`src/rtl/arith_macseq.sv`:
```
// -----------------------------------------------------------------------------
// arith_macseq
//
// Multiply-accumulate sequencer for the arith datapath. One command carries a
// chain length N and a signed/unsigned flag. The sequencer accepts N operand
// pairs and drives them into arith as one IMULTN (clears the accumulator)
// followed by N-1 IMACN beats. It then waits for the multiplier pipeline to
// drain, issues RESMAC to move the accumulator onto the result bus, captures
// the 32-bit sum and holds it until the consumer takes it. While busy it owns
// every arith control strobe.
//
// Ports
//   sys_clk, reset      clock, synchronous active-high reset
//   cmd_valid/ready     command handshake; cmd_count, cmd_signed qualify it
//   abort               drop the current chain (ignored when idle)
//   op_valid/ready      operand pair handshake; op_src, op_dst carry the pair
//   srcdp, dstdp        registered operands towards arith
//   macop               0 = IMULTN, 1 = IMACN
//   multsel, multsign   multiplier strobe and its signedness
//   ressel, resld       arith result mux select and result register load
//   flagld              flag load, issued together with RESMAC
//   result              arith result bus
//   res_valid/ready     result handshake; res_data carries the sum
//   busy                sequencer is not idle
// -----------------------------------------------------------------------------
module arith_macseq #(
   parameter int         COUNT_W    = 5,
   parameter int         PIPE_LAT   = 2,
   parameter logic [2:0] RESSEL_MUL = 3'd2,
   parameter logic [2:0] RESSEL_ACC = 3'd3
) (
   input  logic               sys_clk,
   input  logic               reset,
   input  logic               cmd_valid,
   output logic               cmd_ready,
   input  logic [COUNT_W-1:0] cmd_count,
   input  logic               cmd_signed,
   input  logic               abort,
   input  logic               op_valid,
   output logic               op_ready,
   input  logic [31:0]        op_src,
   input  logic [31:0]        op_dst,
   output logic [31:0]        srcdp,
   output logic [31:0]        dstdp,
   output logic               macop,
   output logic               multsel,
   output logic               multsign,
   output logic [2:0]         ressel,
   output logic               resld,
   output logic               flagld,
   input  logic [31:0]        result,
   output logic               res_valid,
   output logic [31:0]        res_data,
   input  logic               res_ready,
   output logic               busy
);

   localparam int WAIT_W = (PIPE_LAT < 2) ? 1 : $clog2(PIPE_LAT + 1);

   typedef enum logic [2:0] {
      S_IDLE   = 3'd0,
      S_MUL    = 3'd1,
      S_WAIT   = 3'd2,
      S_RESMAC = 3'd3,
      S_CAPT   = 3'd4,
      S_DONE   = 3'd5
   } state_t;

   state_t               state_q,     state_d;
   logic [COUNT_W-1:0]   count_q,     count_d;
   logic                 signed_q,    signed_d;
   logic [COUNT_W-1:0]   beat_q,      beat_d;
   logic [WAIT_W-1:0]    wait_q,      wait_d;
   logic [31:0]          srcdp_q,     srcdp_d;
   logic [31:0]          dstdp_q,     dstdp_d;
   logic                 macop_q,     macop_d;
   logic                 multsel_q,   multsel_d;
   logic                 multsign_q,  multsign_d;
   logic [2:0]           ressel_q,    ressel_d;
   logic                 resld_q,     resld_d;
   logic                 flagld_q,    flagld_d;
   logic                 res_valid_q, res_valid_d;
   logic [31:0]          res_data_q,  res_data_d;
   logic                 cmd_ready_q, cmd_ready_d;
   logic                 op_ready_q,  op_ready_d;
   logic                 busy_q,      busy_d;

   logic                 cmd_fire;
   logic                 op_fire;
   logic                 abort_hit;

   // ready flags are registered copies of the state, so the handshakes can
   // be qualified directly with them
   assign cmd_fire  = cmd_valid && cmd_ready_q;
   assign abort_hit = abort && (state_q != S_IDLE);
   // an abort in the same cycle drops the offered beat
   assign op_fire   = op_valid && op_ready_q && !abort;

   always_comb begin
      state_d    = state_q;
      count_d    = count_q;
      signed_d   = signed_q;
      beat_d     = beat_q;
      wait_d     = wait_q;
      srcdp_d    = srcdp_q;
      dstdp_d    = dstdp_q;
      res_data_d = res_data_q;
      // strobes are single-cycle pulses; they default low every cycle
      macop_d    = 1'b0;
      multsel_d  = 1'b0;
      multsign_d = 1'b0;
      ressel_d   = 3'd0;
      resld_d    = 1'b0;
      flagld_d   = 1'b0;

      if (abort_hit) begin
         state_d = S_IDLE;
      end else begin
         unique case (state_q)
            S_IDLE: begin
               if (cmd_fire) begin
                  count_d  = cmd_count;
                  signed_d = cmd_signed;
                  beat_d   = '0;
                  if (cmd_count == '0) begin
                     // empty chain: nothing touches arith, the sum is zero
                     res_data_d = '0;
                     state_d    = S_DONE;
                  end else begin
                     state_d = S_MUL;
                  end
               end
            end
            S_MUL: begin
               if (op_fire) begin
                  srcdp_d    = op_src;
                  dstdp_d    = op_dst;
                  multsel_d  = 1'b1;
                  resld_d    = 1'b1;
                  ressel_d   = RESSEL_MUL;
                  macop_d    = (beat_q != '0);
                  multsign_d = signed_q;
                  beat_d     = beat_q + 1'b1;
                  if (beat_q == count_q - 1'b1) begin
                     wait_d  = WAIT_W'(PIPE_LAT);
                     state_d = S_WAIT;
                  end
               end
            end
            S_WAIT: begin
               // the first WAIT cycle is the one carrying the last multsel,
               // so leaving at count 1 puts RESMAC PIPE_LAT cycles after it
               if (wait_q <= WAIT_W'(1)) begin
                  state_d = S_RESMAC;
               end else begin
                  wait_d = wait_q - 1'b1;
               end
            end
            S_RESMAC: begin
               state_d = S_CAPT;
            end
            S_CAPT: begin
               // arith loaded the accumulator during RESMAC; it is on the
               // result bus now
               res_data_d = result;
               state_d    = S_DONE;
            end
            S_DONE: begin
               if (res_ready) state_d = S_IDLE;
            end
            default: begin
               state_d = S_IDLE;
            end
         endcase
      end

      // RESMAC strobes are registered on entry so they line up with the state
      if (state_d == S_RESMAC && state_q != S_RESMAC) begin
         resld_d  = 1'b1;
         flagld_d = 1'b1;
         ressel_d = RESSEL_ACC;
      end

      res_valid_d = (state_d == S_DONE);
      cmd_ready_d = (state_d == S_IDLE);
      op_ready_d  = (state_d == S_MUL);
      busy_d      = (state_d != S_IDLE);
   end

   always_ff @(posedge sys_clk) begin
      if (reset) begin
         state_q     <= S_IDLE;
         count_q     <= '0;
         signed_q    <= 1'b0;
         beat_q      <= '0;
         wait_q      <= '0;
         srcdp_q     <= '0;
         dstdp_q     <= '0;
         macop_q     <= 1'b0;
         multsel_q   <= 1'b0;
         multsign_q  <= 1'b0;
         ressel_q    <= 3'd0;
         resld_q     <= 1'b0;
         flagld_q    <= 1'b0;
         res_valid_q <= 1'b0;
         res_data_q  <= '0;
         cmd_ready_q <= 1'b1;
         op_ready_q  <= 1'b0;
         busy_q      <= 1'b0;
      end else begin
         state_q     <= state_d;
         count_q     <= count_d;
         signed_q    <= signed_d;
         beat_q      <= beat_d;
         wait_q      <= wait_d;
         srcdp_q     <= srcdp_d;
         dstdp_q     <= dstdp_d;
         macop_q     <= macop_d;
         multsel_q   <= multsel_d;
         multsign_q  <= multsign_d;
         ressel_q    <= ressel_d;
         resld_q     <= resld_d;
         flagld_q    <= flagld_d;
         res_valid_q <= res_valid_d;
         res_data_q  <= res_data_d;
         cmd_ready_q <= cmd_ready_d;
         op_ready_q  <= op_ready_d;
         busy_q      <= busy_d;
      end
   end

   assign cmd_ready = cmd_ready_q;
   assign op_ready  = op_ready_q;
   assign srcdp     = srcdp_q;
   assign dstdp     = dstdp_q;
   assign macop     = macop_q;
   assign multsel   = multsel_q;
   assign multsign  = multsign_q;
   assign ressel    = ressel_q;
   assign resld     = resld_q;
   assign flagld    = flagld_q;
   assign res_valid = res_valid_q;
   assign res_data  = res_data_q;
   assign busy      = busy_q;

endmodule

```
`config.mk`:
```
export PLATFORM = sky130hd
export DESIGN_NAME = arith_macseq
export DESIGN_NICKNAME = d
export VERILOG_FILES = /design/src/rtl/arith_macseq.sv
export SDC_FILE = /design/constraint.sdc
export NUM_CORES = 1
export LEC_CHECK = 0
export BUFFER_PORTS_ARGS = -buffer_cell sky130_fd_sc_hd__buf_2
export CAP_MARGIN = 25
export CORE_MARGIN = 4
export CORE_UTILIZATION = 23
export DETAILED_ROUTE_END_ITERATION = 6
export PLACE_DENSITY = 0.51
export REMOVE_ABC_BUFFERS = 1
export SETUP_SLACK_MARGIN = 0.1
export SYNTH_ARGS = -nofsm -noshare
export SYNTH_HDL_FRONTEND = slang
export SYNTH_SLANG_ARGS = --single-unit
```
`constraint.sdc`:
```
create_clock -name sys_clk -period 2.3 [get_ports sys_clk]
set_input_delay 0.575 -clock sys_clk [delete_from_list [all_inputs] [get_ports sys_clk]]
set_output_delay 0.575 -clock sys_clk [all_outputs]
set_load 0.01 [all_outputs]
```
**Word-level counts from Yosys, hierarchy flattened**

Cells that the tools add are included.

- Add/subtract/negate cells: 3
- Multiplexer cells: 27
- Bitwise operators: 3
- Eq/ne operators: 15
- Reductions and logical operators: 22
- Magnitude comparators: 1

Operators with widths:

| cell | number |
|---|---|
| $mux W32 | 2 |
| $pmux W32 S2 | 1 |
| $mux W3 | 7 |
| $pmux W3 S6 | 1 |
| $mux W2 | 7 |
| $mux W5 | 2 |
| $ne A2 B2 Y1 const B | 5 |
| $pmux W5 S2 | 1 |
| $eq A3 B2 Y1 const B | 3 |
| $eq A3 B3 Y1 const B | 3 |
| $reduce_and A4 Y1 | 2 |
| $reduce_or A4 Y1 | 2 |
| $eq A3 B1 Y1 const B | 2 |
| $logic_not A3 Y1 | 2 |
| $reduce_and A3 Y1 | 2 |
| $reduce_bool A2 Y1 | 3 |
| $reduce_bool A3 Y1 | 2 |
| $add A5 B1 Y5 const B | 1 |
| $eq A5 B5 Y1 | 1 |
| $logic_and A1 B1 Y1 | 5 |
| $logic_not A5 Y1 | 1 |
| $mux W1 | 5 |
| $reduce_and A5 Y1 | 1 |
| $reduce_bool A5 Y1 | 1 |
| other kinds (7) | 9 |

- Bits in registers: 124
- Output and inout port bits: 108
- Word-level logic and storage cells: 90
- Input port bits: 108

**Longest topological paths before layout**

Gate-level depths: netlist (run 1).

- Word-level depth: 9
- Depth in mapped cells: 8
- Depth with buffers taken out: 7

**Worst setup path before layout (run 1)**

Ideal clock, no wire load.

- Kind: flip-flop to flip-flop
- Start point: register count_q[0]
- End point: register cmd_ready_q (netlist: cmd_ready)
- Clock period less this slack: 2.181 ns
- Buffers on the path: 0
- Arrival: 2.066 ns
- Setup time: 0.115 ns
- Data required time: 2.185 ns
- Stages on the path, launching flop included: 8
- Path slack: 0.119 ns
- Cells stage by stage: dfxtp_1 > inv_1 > ha_1 > xnor2_1 > or4_4 > or2_4 > o31a_1 > o21ba_1

- Cells in the longest elaborated chain, start to end: 7

RTL lines:

| item | RTL line | RTL |
|---|---|---|
| start, declared | 70 | `logic [COUNT_W-1:0] count_q, count_d;` |
| start signal, assigned | 212 | `count_q <= count_d;` |
| $sub A5 B1 Y5 | 144 | `if (beat_q == count_q - 1'b1) begin` |
| $eq A5 B5 Y1 | 144 |  |
| $mux W3 | 144 |  |
| $mux W3 | 135 | `if (op_fire) begin` |
| $pmux W3 S6 | 119 | `unique case (state_q)` |
| $mux W3 | 116 | `if (abort_hit) begin` |
| $logic_not A3 Y1 | 185 | `cmd_ready_d = (state_d == S_IDLE);` |
| end signal, assigned | 226 | `cmd_ready_q <= cmd_ready_d;` |
| end, declared | 84 | `logic cmd_ready_q, cmd_ready_d;` |

No other way between the ends.
A chain may end at the register's enable or synchronous reset.

**Worst setup path after layout (run 1)**

- Start point: register count_q[1]
- End point: register cmd_ready_q (netlist: cmd_ready)

Same word-level chain as after synthesis.

==> results of run 1 <==
## metrics by stage
stage | TNS, ps | hold WS (ps) | instances | area (sq um) | util
finish | 0 | 398 | 1052 | 6710 | 0.340
global route | 0 | 379 | 1052 | 6710 | 0.340
CTS | 0 | 373 | 1051 | 6680 | 0.339
detailed placement | 0 | 442 | 1019 | 6080 | 0.308
global placement | 0 | 435 | 1019 | 6080 | 0.308
floorplan | -138840 | 429 | 523 | 4480 | -
## worst min path at each step
| stage | slack [ps] | start | cells past startpoint | to |
|---|---|---|---|---|
| after detailed placement | 440 | res_data[26]$_SDFFE_PP0P_ | 2 | res_data[26]$_SDFFE_PP0P_ |
| after floorplan | 430 | signed_q$_SDFFE_PP0P_ | 1 | multsign$_SDFF_PP0_ |
| after global placement | 430 | res_data[21]$_SDFFE_PP0P_ | 2 | res_data[21]$_SDFFE_PP0P_ |
| after CTS | 370 | op_dst[26] | 3 | dstdp[26]$_SDFFE_PP0P_ |
| after global routing | 380 | op_src[31] | 3 | srcdp[31]$_SDFFE_PP0P_ |
| final | 400 | op_src[7] | 3 | srcdp[7]$_SDFFE_PP0P_ |
## power groups by stage
| stage | clock network [mW] | registers (mW) | logic [mW] |
|---|---|---|---|
| global route | 2.90 | 2.18 | 0.489 |
| CTS | 2.82 | 2.17 | 0.436 |
| detailed placement | 0 | 2.22 | 0.434 |
| global placement | 0 | 2.22 | 0.439 |
| floorplan | 0 | 2.22 | 0.187 |
| finish | 2.72 | 2.17 | 0.439 |
## worst max-delay path, stage by stage, from the launching register on
cell     delay [ps]
dfxtp_2         330
inv_2            40
ha_4            220
xnor2_1         120
or4_4           510
or2_4           260
o31a_1          370
o21ba_1         200
## repair_timing
action | in CTS | in global routing
buffers inserted | 0 | 1
endpoints found under the setup margin | 2 | 5
resized for setup | 0 | 5
hold buffers | 0 | 0
hold endpoints to repair | 0 | 0
pin swaps | 2 | 7
## layout make-up
cell class	count	share of cell area
clock buffer	19	0.0675
inverter	8	0.00447
sequential	121	0.361
clock inverter	13	0.0226
tap	265	0.0494
timing repair buffer	232	0.188
multi-input combinational	394	0.307
## cell usage in the layout, fill, tap and decap left out, drive strengths merged, types with 3 or more instances in the layout
cell and n:
xor2 4, dfxtp 121, a211oi 3, ha 4, buf 232, or2 4, o21ai 5, inv 8
nand2 165, nor2 18, clkbuf 19, clkinv 7, xnor2 5, nor3 10, clkinvlp 3, a21oi 100
nand2b 3, nand4 33, bufinv 3, mux2i 7
## logic make-up (layout without fill, tap and decap cells)
| kind of cell | count (synthesis) | after routing | synth area share |
|---|---|---|---|
| mux | 7 | 7 | 0.0150 |
| simple gates | 246 | 246 | 0.234 |
| buf+inv | 56 | 272 | 0.0497 |
| compound gates | 127 | 127 | 0.155 |
| other cells | 1 | 1 | 0.000802 |
| flops | 121 | 121 | 0.518 |
| xor+xnor | 9 | 9 | 0.0168 |
| fa+ha+maj | 4 | 4 | 0.0107 |
## synth_stat cells (all sizes together) (3+ instances only)
cell      n  area (sq um)
o21ai     5          25.0
dfxtp   121          2420
nand2   165           619
inv       8          30.0
a21oi   100           500
buf      12          67.6
ha        4          50.1
or2       4          27.5
a211oi    3          22.5
nand2b    3          18.8
xor2      4          35.0
nor2     18          67.6
xnor2     5          43.8
mux2i     7          70.1
nand4    33           206
nor3     10          55.1
clkbuf   36           135
## state kept, by name, indices dropped and copies added (netlist names), 2 cells and up
name and cells:
res_data 32, srcdp 32, beat_q 5, dstdp 32
ressel 2, state_q 3, count_q 5, wait_q 2
## layer usage
layer	track usage	vias up
li1	-	2350
met1	0.157	2069
met5	0	-
met3	0.0464	16
met4	0.0444	0
met2	0.198	153
==> metrics.md, run 1 <==
| Metric | Value |
|---|---|
| Clock buffer depth | 2 |
| Detail Route Antenna Nets | 0 |
| Int Pwr | 4.08 mW |
| Detailed-route via count | 4588 |
| Metal-1 WL | 6.44 mm |
| Most used flip-flop cell after synthesis | dfxtp_1 |
| Filler cell count | 2088 |
| Slew Viols, Final | 0 |
| Fin nets | 886 |
| Max VDD drop | 0.455 mV |
| Worst reg-to-reg setup slack | 150 ps |
| Post-synth EDFFs | 0 |
| DRT Wirelength | 14.7 mm |
| Cell area after synthesis | 0.00468 sq mm |
| Routability congestion estimate | 0.757 |
| Place WS | 78.7 ps |
| Crit path from | count_q[1]$_SDFFE_PP0P_ |
| Cells after synthesis | 571 |
| Clk slew on worst S/H paths | 60 ps |
| Register Area | 0.00242 sq mm |
| Area Growth Syn to Fin | 43.5% |
| Setup ws final | 146 ps |
| DRC errors left | 0 |
| Gate power share | 0.082 |
| Met2 WL | 6.75 mm |
| Pwr Total | 5.34 mW |
| Reg2reg start | count_q[1]$_SDFFE_PP0P_ |
| Die ar. | 0.0227 sq mm |
| Ys Warns | 0 |
| Clock Latency Late Sink | 410 ps |
| Grt ovf | 0 |
| Area occupied by multi-input gates | 0.00206 sq mm |
| Met3 wire length | 1.31 mm |
| Clock Power Share | 0.510 |
| DR iter-0 viols | 223 |
| # diodes | 0 |
| CP arrival | 2460 ps |
| Fraction of registers with async set/reset | 0 |
| Avg WL per Cell | 14.0 um |
| Gr usage total | 0.125 |
| CP startpoint kind | flip-flop |
| CTS tree | done |
| Switch share | 0.235 |
| Largest net degree at the start of global routing | 68 |
| First-pass GRT wire length | 22.6 mm |
| Syn Area/Cell | 8.19 sq um |
| Hold Path Class | input pin to flip-flop |
| Initial Util | 0.237 |
| FF-to-FF End | cmd_ready$_SDFF_PP1_ |
| Sw Pwr | 1.25 mW |
| Power share of the sequential group | 0.408 |
| Cts bufs inserted | 17 |
| Sequential area share after synthesis | 0.518 |
| Vias in the first global route | 4307 |
| Max Cap Violations | 0 |
| FP Rows | 51 |
| # H-tree levels | 4 |
| # IOs | 216 |
| Drt pass-1 iters | 4 |
| Chip width | 151 um |
| Reported leakage power | 2.85 nW |
| PD cells | 795 mW/mm^2 |
| Clock Sinks | 121 |
| DIE HEIGHT | 151 um |
| Max FO, Critical Path | 5 |
| CP Class | flip-flop to flip-flop |
| Final period utilization | 0.936 |
| Outcome | finished, final reports clean |
| Post-synth cell types | 49 |
| Worst setup path end | cmd_ready$_SDFF_PP1_ |
| Core area | 0.0197 sq mm |
| F_max | 0.464 GHz |
| RSZ-0062 raised after global routing | yes |
| Initial antenna violation count | 0 |
| Share of cells above drive strength 1 | 0.360 |
| CP Capture Type | flip-flop |
| Post-layout min period | 2150 ps |
| Register bit total from synthesis | 121 |
| Final setup vio count | 0 |
| Root buffer cell | clkbuf_16 |
| Post-DP HPWL | 10.1 mm |
| Final hold vios | 0 |
| Worst Path Required | 2610 ps |
| Uppermost routed layer | met4 |
| Clk_skew | 6.84 ps |
| R2r worst-path depth | 7 |
| Vias per cell | 4.36 |
| # port buffers | 214 |
(Power assumes the default switching activity.)
==> run 2, diff against run 1 <==
CAP_MARGIN = 10   (was 25)
CORE_UTILIZATION = 42   (was 23)
PLACE_DENSITY = 0.8   (was 0.51)
RECOVER_POWER = 100   (was not set)
==> run 2 against run 1 <==
Clock power down 3%. Critical path depth unchanged. Cell count down 12%. Fmax down 0.97%. Largest power group unchanged. Highest routed layer unchanged.
==> metrics.md, run 2 (synthesis results as in run 1) <==
| Metric | Value |
|---|---|
| CP arrival | 2580 ps (was 2460 ps) |
| Max VDD drop | 0.584 mV (was 0.455 mV) |
| DRC errors left | 0 (unchanged) |
| Routability congestion estimate | 0.870 (was 0.757) |
| Clock buffer depth | 2 (unchanged) |
| Outcome | finished, final reports clean (unchanged) |
| Clk slew on worst S/H paths | 60 ps (about the same) |
| DR iter-0 viols | 440 (was 223) |
| Final setup vio count | 0 (unchanged) |
| Cts bufs inserted | 17 (unchanged) |
| Post-layout min period | 2170 ps (was 2150 ps) |
| Root buffer cell | clkbuf_8 (was clkbuf_16) |
| Vias in the first global route | 4296 (was 4307) |
| Setup ws final | 125 ps (was 146 ps) |
| Grt ovf | 0 (unchanged) |
| FP Rows | 38 (was 51) |
| Core area | 0.0109 sq mm (was 0.0197 sq mm) |
| Detailed-route via count | 4683 (was 4588) |
| First-pass GRT wire length | 20.7 mm (was 22.6 mm) |
| Slew Viols, Final | 0 (unchanged) |
| Clock Sinks | 121 (unchanged) |
| Avg WL per Cell | 14.0 um (about the same) |
| Final core occ | 0.587 (was 0.340) |
| # hold bufs at CTS | 0 (unchanged) |
| Share of cells above drive strength 1 | 0.215 (was 0.360) |
| Final period utilization | 0.945 (was 0.936) |
| Worst Path Required | 2700 ps (was 2610 ps) |
| CP Class | flip-flop to flip-flop (unchanged) |
| RSZ-0062 raised after global routing | yes (unchanged) |
| # port buffers | 214 (unchanged) |
| DIE HEIGHT | 114 um (was 151 um) |
| F_max | 0.460 GHz (was 0.464 GHz) |
| Vias per cell | 5.06 (was 4.36) |
| Hold Path Class | input pin to flip-flop (unchanged) |
| # diodes | 0 (unchanged) |
| Crit-path cells | inv_2 > ha_4 > xnor2_1 > or4_4 > or2_4 > o31a_1 > o21ba_1 (unchanged) |
| Initial Util | 0.430 (was 0.237) |
| Max Cap Violations | 0 (unchanged) |
| Reported leakage power | 2.37 nW (was 2.85 nW) |
| Clk_skew | 9.85 ps (was 6.84 ps) |
| Worst reg-to-reg setup slack | 130 ps (was 150 ps) |
| Hold_ws | 297 ps (was 398 ps) |
| Fin nets | 885 (was 886) |
| Crit-path slowest cell | or4_4 (unchanged) |
| Commonest cells after routing, fill and taps aside | nand2_1, dfxtp_1, clkbuf_1 (was buf_2, nand2_1, dfxtp_1) |
| Largest net degree at the start of global routing | 63 (was 68) |
| Max incr delay on CP | 510 ps (about the same) |
| Slew Limit Headroom | 0.570 |
| DRT Wirelength | 13.0 mm (was 14.7 mm) |
| CTS tree | done (unchanged) |
| Leading cell type in the layout, fill and taps excluded | nand2_1 (was buf_2) |
| PD cells | 822 mW/mm^2 (was 795 mW/mm^2) |
| Crit path max-delay family | simple AND/OR/NAND/NOR gates (unchanged) |
| Final hold vios | 0 (unchanged) |
| Clock Latency Late Sink | 510 ps (was 410 ps) |
| Chip width | 114 um (was 151 um) |
| Initial antenna violation count | 0 (unchanged) |
| Place WS | 78.2 ps (was 78.7 ps) |
| Drt pass-1 iters | 4 (unchanged) |
| Gr usage total | 0.198 (was 0.125) |
| Pwr Total | 5.25 mW (was 5.34 mW) |
| Max FO, Critical Path | 4 (was 5) |
| Detail Route Antenna Nets | 0 (unchanged) |
| Die ar. | 0.0129 sq mm (was 0.0227 sq mm) |
| CP bufs+invs | 1 (unchanged) |
| # IOs | 216 (unchanged) |
| CP startpoint kind | flip-flop (unchanged) |
| CP Capture Type | flip-flop (unchanged) |
| Area Growth Syn to Fin | 36.5% (was 43.5%) |
| Worst Tran Pin Value | 645 ps |
| Post-DP HPWL | 9.05 mm (was 10.1 mm) |
| # H-tree levels | 4 (unchanged) |
## run 2: area by class of cell
class | count | area (sq um)
timing repair buffer | 231 | 1100
sequential | 121 | 2420
inverter | 8 | 30.0
tap | 140 | 175
clock buffer | 24 | 490
clock inverter | 8 | 115
fill | 1060 | 4500
multi-input combinational | 394 | 2050
## run 2: stage by stage
step | cell area [sq um] | instances | setup TNS, ps
after global placement | 5900 | 892 | 0
after CTS | 6500 | 924 | 0
after detailed placement | 5900 | 892 | 0
after global routing | 6390 | 926 | 0
after floorplan | 4480 | 523 | -138840
final | 6390 | 926 | 0
## run 2: repair_timing
| item | 4_1_cts | 5_1_grt |
|---|---|---|
| endpoints found under the hold margin | 0 | 0 |
| setup endpoints to repair | 1 | 2 |
| pin swaps | 1 | 6 |
| resized for setup | 0 | 4 |
| buffers inserted | 0 | 2 |
## run 2: metal layers
layer | share of wire | up-vias | global-route usage
met5 | 0 | - | 0
met2 | 0.46 | 220 | 0.309
met4 | 0.022 | 0 | 0.0849
met3 | 0.10 | 22 | 0.0769
li1 | - | 2350 | -
met1 | 0.42 | 2091 | 0.245
## run 2: worst paths after layout
kind / cells past startpoint / endpoint / start
hold / removal: 3 / srcdp[23]$_SDFFE_PP0P_ / op_src[23]
setup reg to reg: 7 / cmd_ready$_SDFF_PP1_ / count_q[1]$_SDFFE_PP0P_
hold reg to reg: 2 / res_data[0]$_SDFFE_PP0P_ / res_data[0]$_SDFFE_PP0P_
setup / recovery: 7 / cmd_ready$_SDFF_PP1_ / count_q[1]$_SDFFE_PP0P_
## run 2: report_power, final
part,switching (mW),leakage [nW],total (mW),internal (mW)
clock network,0.868,0.305,2.65,1.78
registers,0.0372,0.977,2.18,2.14
logic,0.236,1.09,0.422,0.185
## run 2: worst min-delay path: cells and delay by family
family	cells	cell delay (ps)
buf+inv	1	90
compound gates	1	50
simple gates	1	40
==> run 3, diff against run 2 <==
ABC_AREA = 1   (was not set)
CORE_UTILIZATION = 43   (was 42)
RECOVER_POWER = 25   (was 100)
TNS_END_PERCENT = 100   (was not set)
==> run 3 against run 2 <==
Count of clock-buffer cells in the layout shrank 3. Core utilization is 0.20 points lower. Combinational power grew 13%. Worst setup slack better by 310 ps. Critical path depth unchanged. Sequential share of layout area shrank 1.7 points. First-iteration DRC count down 35%. Global-route usage is 0.94 points lower. Fmax increased by 17%. Sequential cell count stayed put. Wire length up 0.35%. Synthesized cell count is 8.9% higher. Critical path type unchanged.
==> metrics.md, run 3 <==
| Metric | Value |
|---|---|
| Outcome | finished, final reports clean (unchanged) |
| CP arrival | 2190 ps (was 2580 ps) |
| Cts bufs inserted | 17 (unchanged) |
| Largest net degree at the start of global routing | 78 (was 63) |
| Crit-path slowest cell | dfxtp_1 (was or4_4) |
| Filler cell count | 1079 (was 1060) |
| Clock Power Share | 0.515 (was 0.505) |
| Power share of the sequential group | 0.398 (was 0.415) |
| Core area | 0.0114 sq mm (was 0.0109 sq mm) |
| Share of cells above drive strength 1 | 0.326 (was 0.215) |
| Final core occ | 0.584 (was 0.587) |
| Finished Layout Cells | 978 (was 926) |
| Post-synth top area cell | dfxtp_1 (unchanged) |
| # hold bufs at CTS | 0 (unchanged) |
| Gate power share | 0.087 (was 0.080) |
| Buffers inserted by post-CTS timing repair | 0 (unchanged) |
| Most used flip-flop cell after synthesis | dfxtp_1 (unchanged) |
| Drt pass-1 iters | 5 (was 4) |
| Final setup vio count | 0 (unchanged) |
| # IOs | 216 (unchanged) |
| Root buffer cell | clkbuf_16 (was clkbuf_8) |
| First-pass GRT wire length | 20.0 mm (was 20.7 mm) |
| FF-to-FF End | res_data[24]$_SDFFE_PP0P_ (was cmd_ready$_SDFF_PP1_) |
| # diodes | 0 (unchanged) |
| Avg WL per Cell | 13.3 um (was 14.0 um) |
| Met3 wire length | 890 um (was 1.29 mm) |
| Cell area after synthesis | 0.00500 sq mm (was 0.00468 sq mm) |
| Reported leakage power | 2.86 nW (was 2.37 nW) |
| Clock Sinks | 121 (unchanged) |
| # resized after CTS | 0 (unchanged) |
| Sw Pwr | 1.25 mW (was 1.14 mW) |
| Post-layout min period | 1860 ps (was 2170 ps) |
| Slew Viols, Final | 0 (unchanged) |
| Commonest cells post-synth | nor2_1, dfxtp_1, nand2_1 (was nand2_1, dfxtp_1, a21oi_1) |
| CP Capture Type | flip-flop (unchanged) |
| Share of the synthesized area in the top cell type | 0.484 (was 0.518) |
| F_max | 0.538 GHz (was 0.460 GHz) |
| # H-tree levels | 4 (unchanged) |
| Detail Route Antenna Nets | 0 (unchanged) |
| CP startpoint kind | flip-flop (unchanged) |
| Grt ovf | 0 (unchanged) |
| Leading cell type in the layout, fill and taps excluded | buf_2 (was nand2_1) |
| Most frequent cell after synthesis | nor2_1 (was nand2_1) |
| Clk_skew | 10.0 ps (was 9.85 ps) |
| CTS tree | done (unchanged) |
| DR iter-0 viols | 288 (was 440) |
| Area Growth Syn to Fin | 33.5% (was 36.5%) |
| Chip width | 116 um (was 114 um) |
| Hold_ws | 407 ps (was 297 ps) |
| Max incr delay on CP | 370 ps (was 510 ps) |
| Clk slew on worst S/H paths | 60 ps (about the same) |
| Max FO, Critical Path | 32 (was 4) |
| Clock Latency Late Sink | 410 ps (was 510 ps) |
| Commonest cells after routing, fill and taps aside | buf_2, nor2_1, dfxtp_1 (was nand2_1, dfxtp_1, clkbuf_1) |
| Post-synth EDFFs | 0 (unchanged) |
| FP Rows | 39 (was 38) |
| Register bit total from synthesis | 121 (unchanged) |
| Die ar. | 0.0134 sq mm (was 0.0129 sq mm) |
| Top post-synthesis cells by area | dfxtp_1, nor2_1, o21ai_0 (was dfxtp_1, nand2_1, a21oi_1) |
| Ys Warns | 0 (unchanged) |
| Worst Path Required | 2630 ps (was 2700 ps) |
| Uppermost routed layer | met4 (unchanged) |
| R2r worst-path depth | 7 (unchanged) |
| RSZ-0062 raised after global routing | no (was yes) |
| PD cells | 823 mW/mm^2 (was 822 mW/mm^2) |
| Vias in the first global route | 4292 (was 4296) |
| DRC errors left | 0 (unchanged) |
| Hold Path Cell Cnt | 3 (unchanged) |
| Cells after synthesis | 622 (was 571) |
| Post-DP HPWL | 8.95 mm (was 9.05 mm) |
| Worst Hold Endpoint | srcdp[11]$_SDFFE_PP0P_ (was srcdp[23]$_SDFFE_PP0P_) |
| DIE HEIGHT | 116 um (was 114 um) |
| Syn Area/Cell | 8.04 sq um (was 8.19 sq um) |
| Initial Util | 0.438 (was 0.430) |
| DRT Wirelength | 13.0 mm (about the same) |
| Clock buffer depth | 2 (unchanged) |
| Hold Crit Start | op_src[11] (was op_src[23]) |
| Fraction of registers with async set/reset | 0 (unchanged) |
| Initial antenna violation count | 0 (unchanged) |
| Final period utilization | 0.809 (was 0.945) |
| Worst reg-to-reg setup slack | 440 ps (was 130 ps) |
| Post-placement cell count | 946 (was 892) |
| Gr usage total | 0.189 (was 0.198) |
| Worst Tran Pin Value | 530 ps (was 645 ps) |
| Met2 WL | 6.40 mm (was 5.92 mm) |
| Fin nets | 934 (was 885) |
| Switch share | 0.228 (was 0.217) |
| Detailed-route via count | 4683 (unchanged) |
| Max Cap Violations | 0 (unchanged) |
| Routability congestion estimate | 0.812 (was 0.870) |
| Final hold vios | 0 (unchanged) |
| Int Pwr | 4.24 mW (was 4.11 mW) |
| Metal-1 WL | 5.28 mm (was 5.46 mm) |
| Post-synth cell types | 31 (was 49) |
| Max VDD drop | 0.882 mV (was 0.584 mV) |
| Crit-path cells | nor2_4 > nand4_4 > o21ai_4 > nand3_4 > inv_4 > nand3_1 > a21oi_1 (was inv_2 > ha_4 > xnor2_1 > or4_4 > or2_4 > o31a_1 > o21ba_1) |
| Vias per cell | 4.79 (was 5.06) |
| CP Class | flip-flop to flip-flop (unchanged) |
| Hold Path Class | input pin to flip-flop (unchanged) |
| Sequential area share after synthesis | 0.484 (was 0.518) |
| # port buffers | 214 (unchanged) |
| Slew Limit Headroom | 0.646 (was 0.570) |
| Reg2reg start | state_q[0]$_SDFF_PP0_ (was count_q[1]$_SDFFE_PP0P_) |
## run 3: changes by cell type after synthesis, sizes merged, moves of 18 or more
cell / previous run / this run
nand2: 165 / 91
inv: 8 / 38
nor2: 18 / 150
a21oi: 100 / 42
clkbuf: 36 / 18
nand4: 33 / 3
nand3: 1 / 48
o21ai: 5 / 77
## run 3: layer usage
metal	vias up	track usage
met5	-	0
met4	0	0.0951
met3	36	0.0627
met2	142	0.306
met1	2109	0.224
li1	2396	-
## run 3: worst max path at each step
stage,from,end,cells after the start
2_1_floorplan,op_valid,beat_q[2]$_SDFFE_PP0P_,9
3_3_place_gp,cmd_count[0],res_data[23]$_SDFFE_PP0P_,8
3_5_place_dp,cmd_count[0],res_data[0]$_SDFFE_PP0P_,8
4_1_cts,state_q[0]$_SDFF_PP0_,res_data[5]$_SDFFE_PP0P_,7
5_1_grt,state_q[0]$_SDFF_PP0_,res_data[5]$_SDFFE_PP0P_,7
6_report,state_q[0]$_SDFF_PP0_,res_data[24]$_SDFFE_PP0P_,7
## run 3: power groups by stage
stage,clock (mW),combinational [mW],sequential [mW]
floorplan,0,0.257,2.24
global placement,0,0.473,2.23
detailed placement,0,0.479,2.23
CTS,2.88,0.482,2.18
global route,2.98,0.536,2.19
finish,2.83,0.477,2.19
## run 3: worst max-delay path, delay by kind of cell (launching register included)
kind            cells  cell delay (ps)
compound gates      2              330
flops               1              370
buf+inv             1              370
simple gates        4              700
## run 3: area by class of cell
type                    instances  area (sq um)  area share
multi-input cells             424          2200       0.330
clock buffers                  21           470      0.0705
flip-flops and latches        121          2420       0.363
repair buffers                220          1090       0.163
clock inverters                11           168      0.0251
inverters                      38           145      0.0217
well taps                     143           179      0.0268
## run 3: cells by family after synthesis
family                     count (synthesis)  share of synthesized area
and+or+nand+nor                          296                      0.275
AOI/OAI and AO/OA                        122                      0.151
DFF                                      121                      0.484
buffers and inverters                     77                     0.0778
adders and majority gates                  4                     0.0100
xor gates and xnor gates                   1                    0.00175
other                                      1                   0.000750
## run 3: through the flow
step	setup WS (ps)	total power [mW]	area, sq um	TNS, ps
finish	440	5.49	6670	0
global route	334	5.71	6670	0
CTS	440	5.54	6740	0
detailed placement	280	2.71	6100	0
global placement	275	2.70	6100	0
floorplan	-846	2.50	4760	-55880
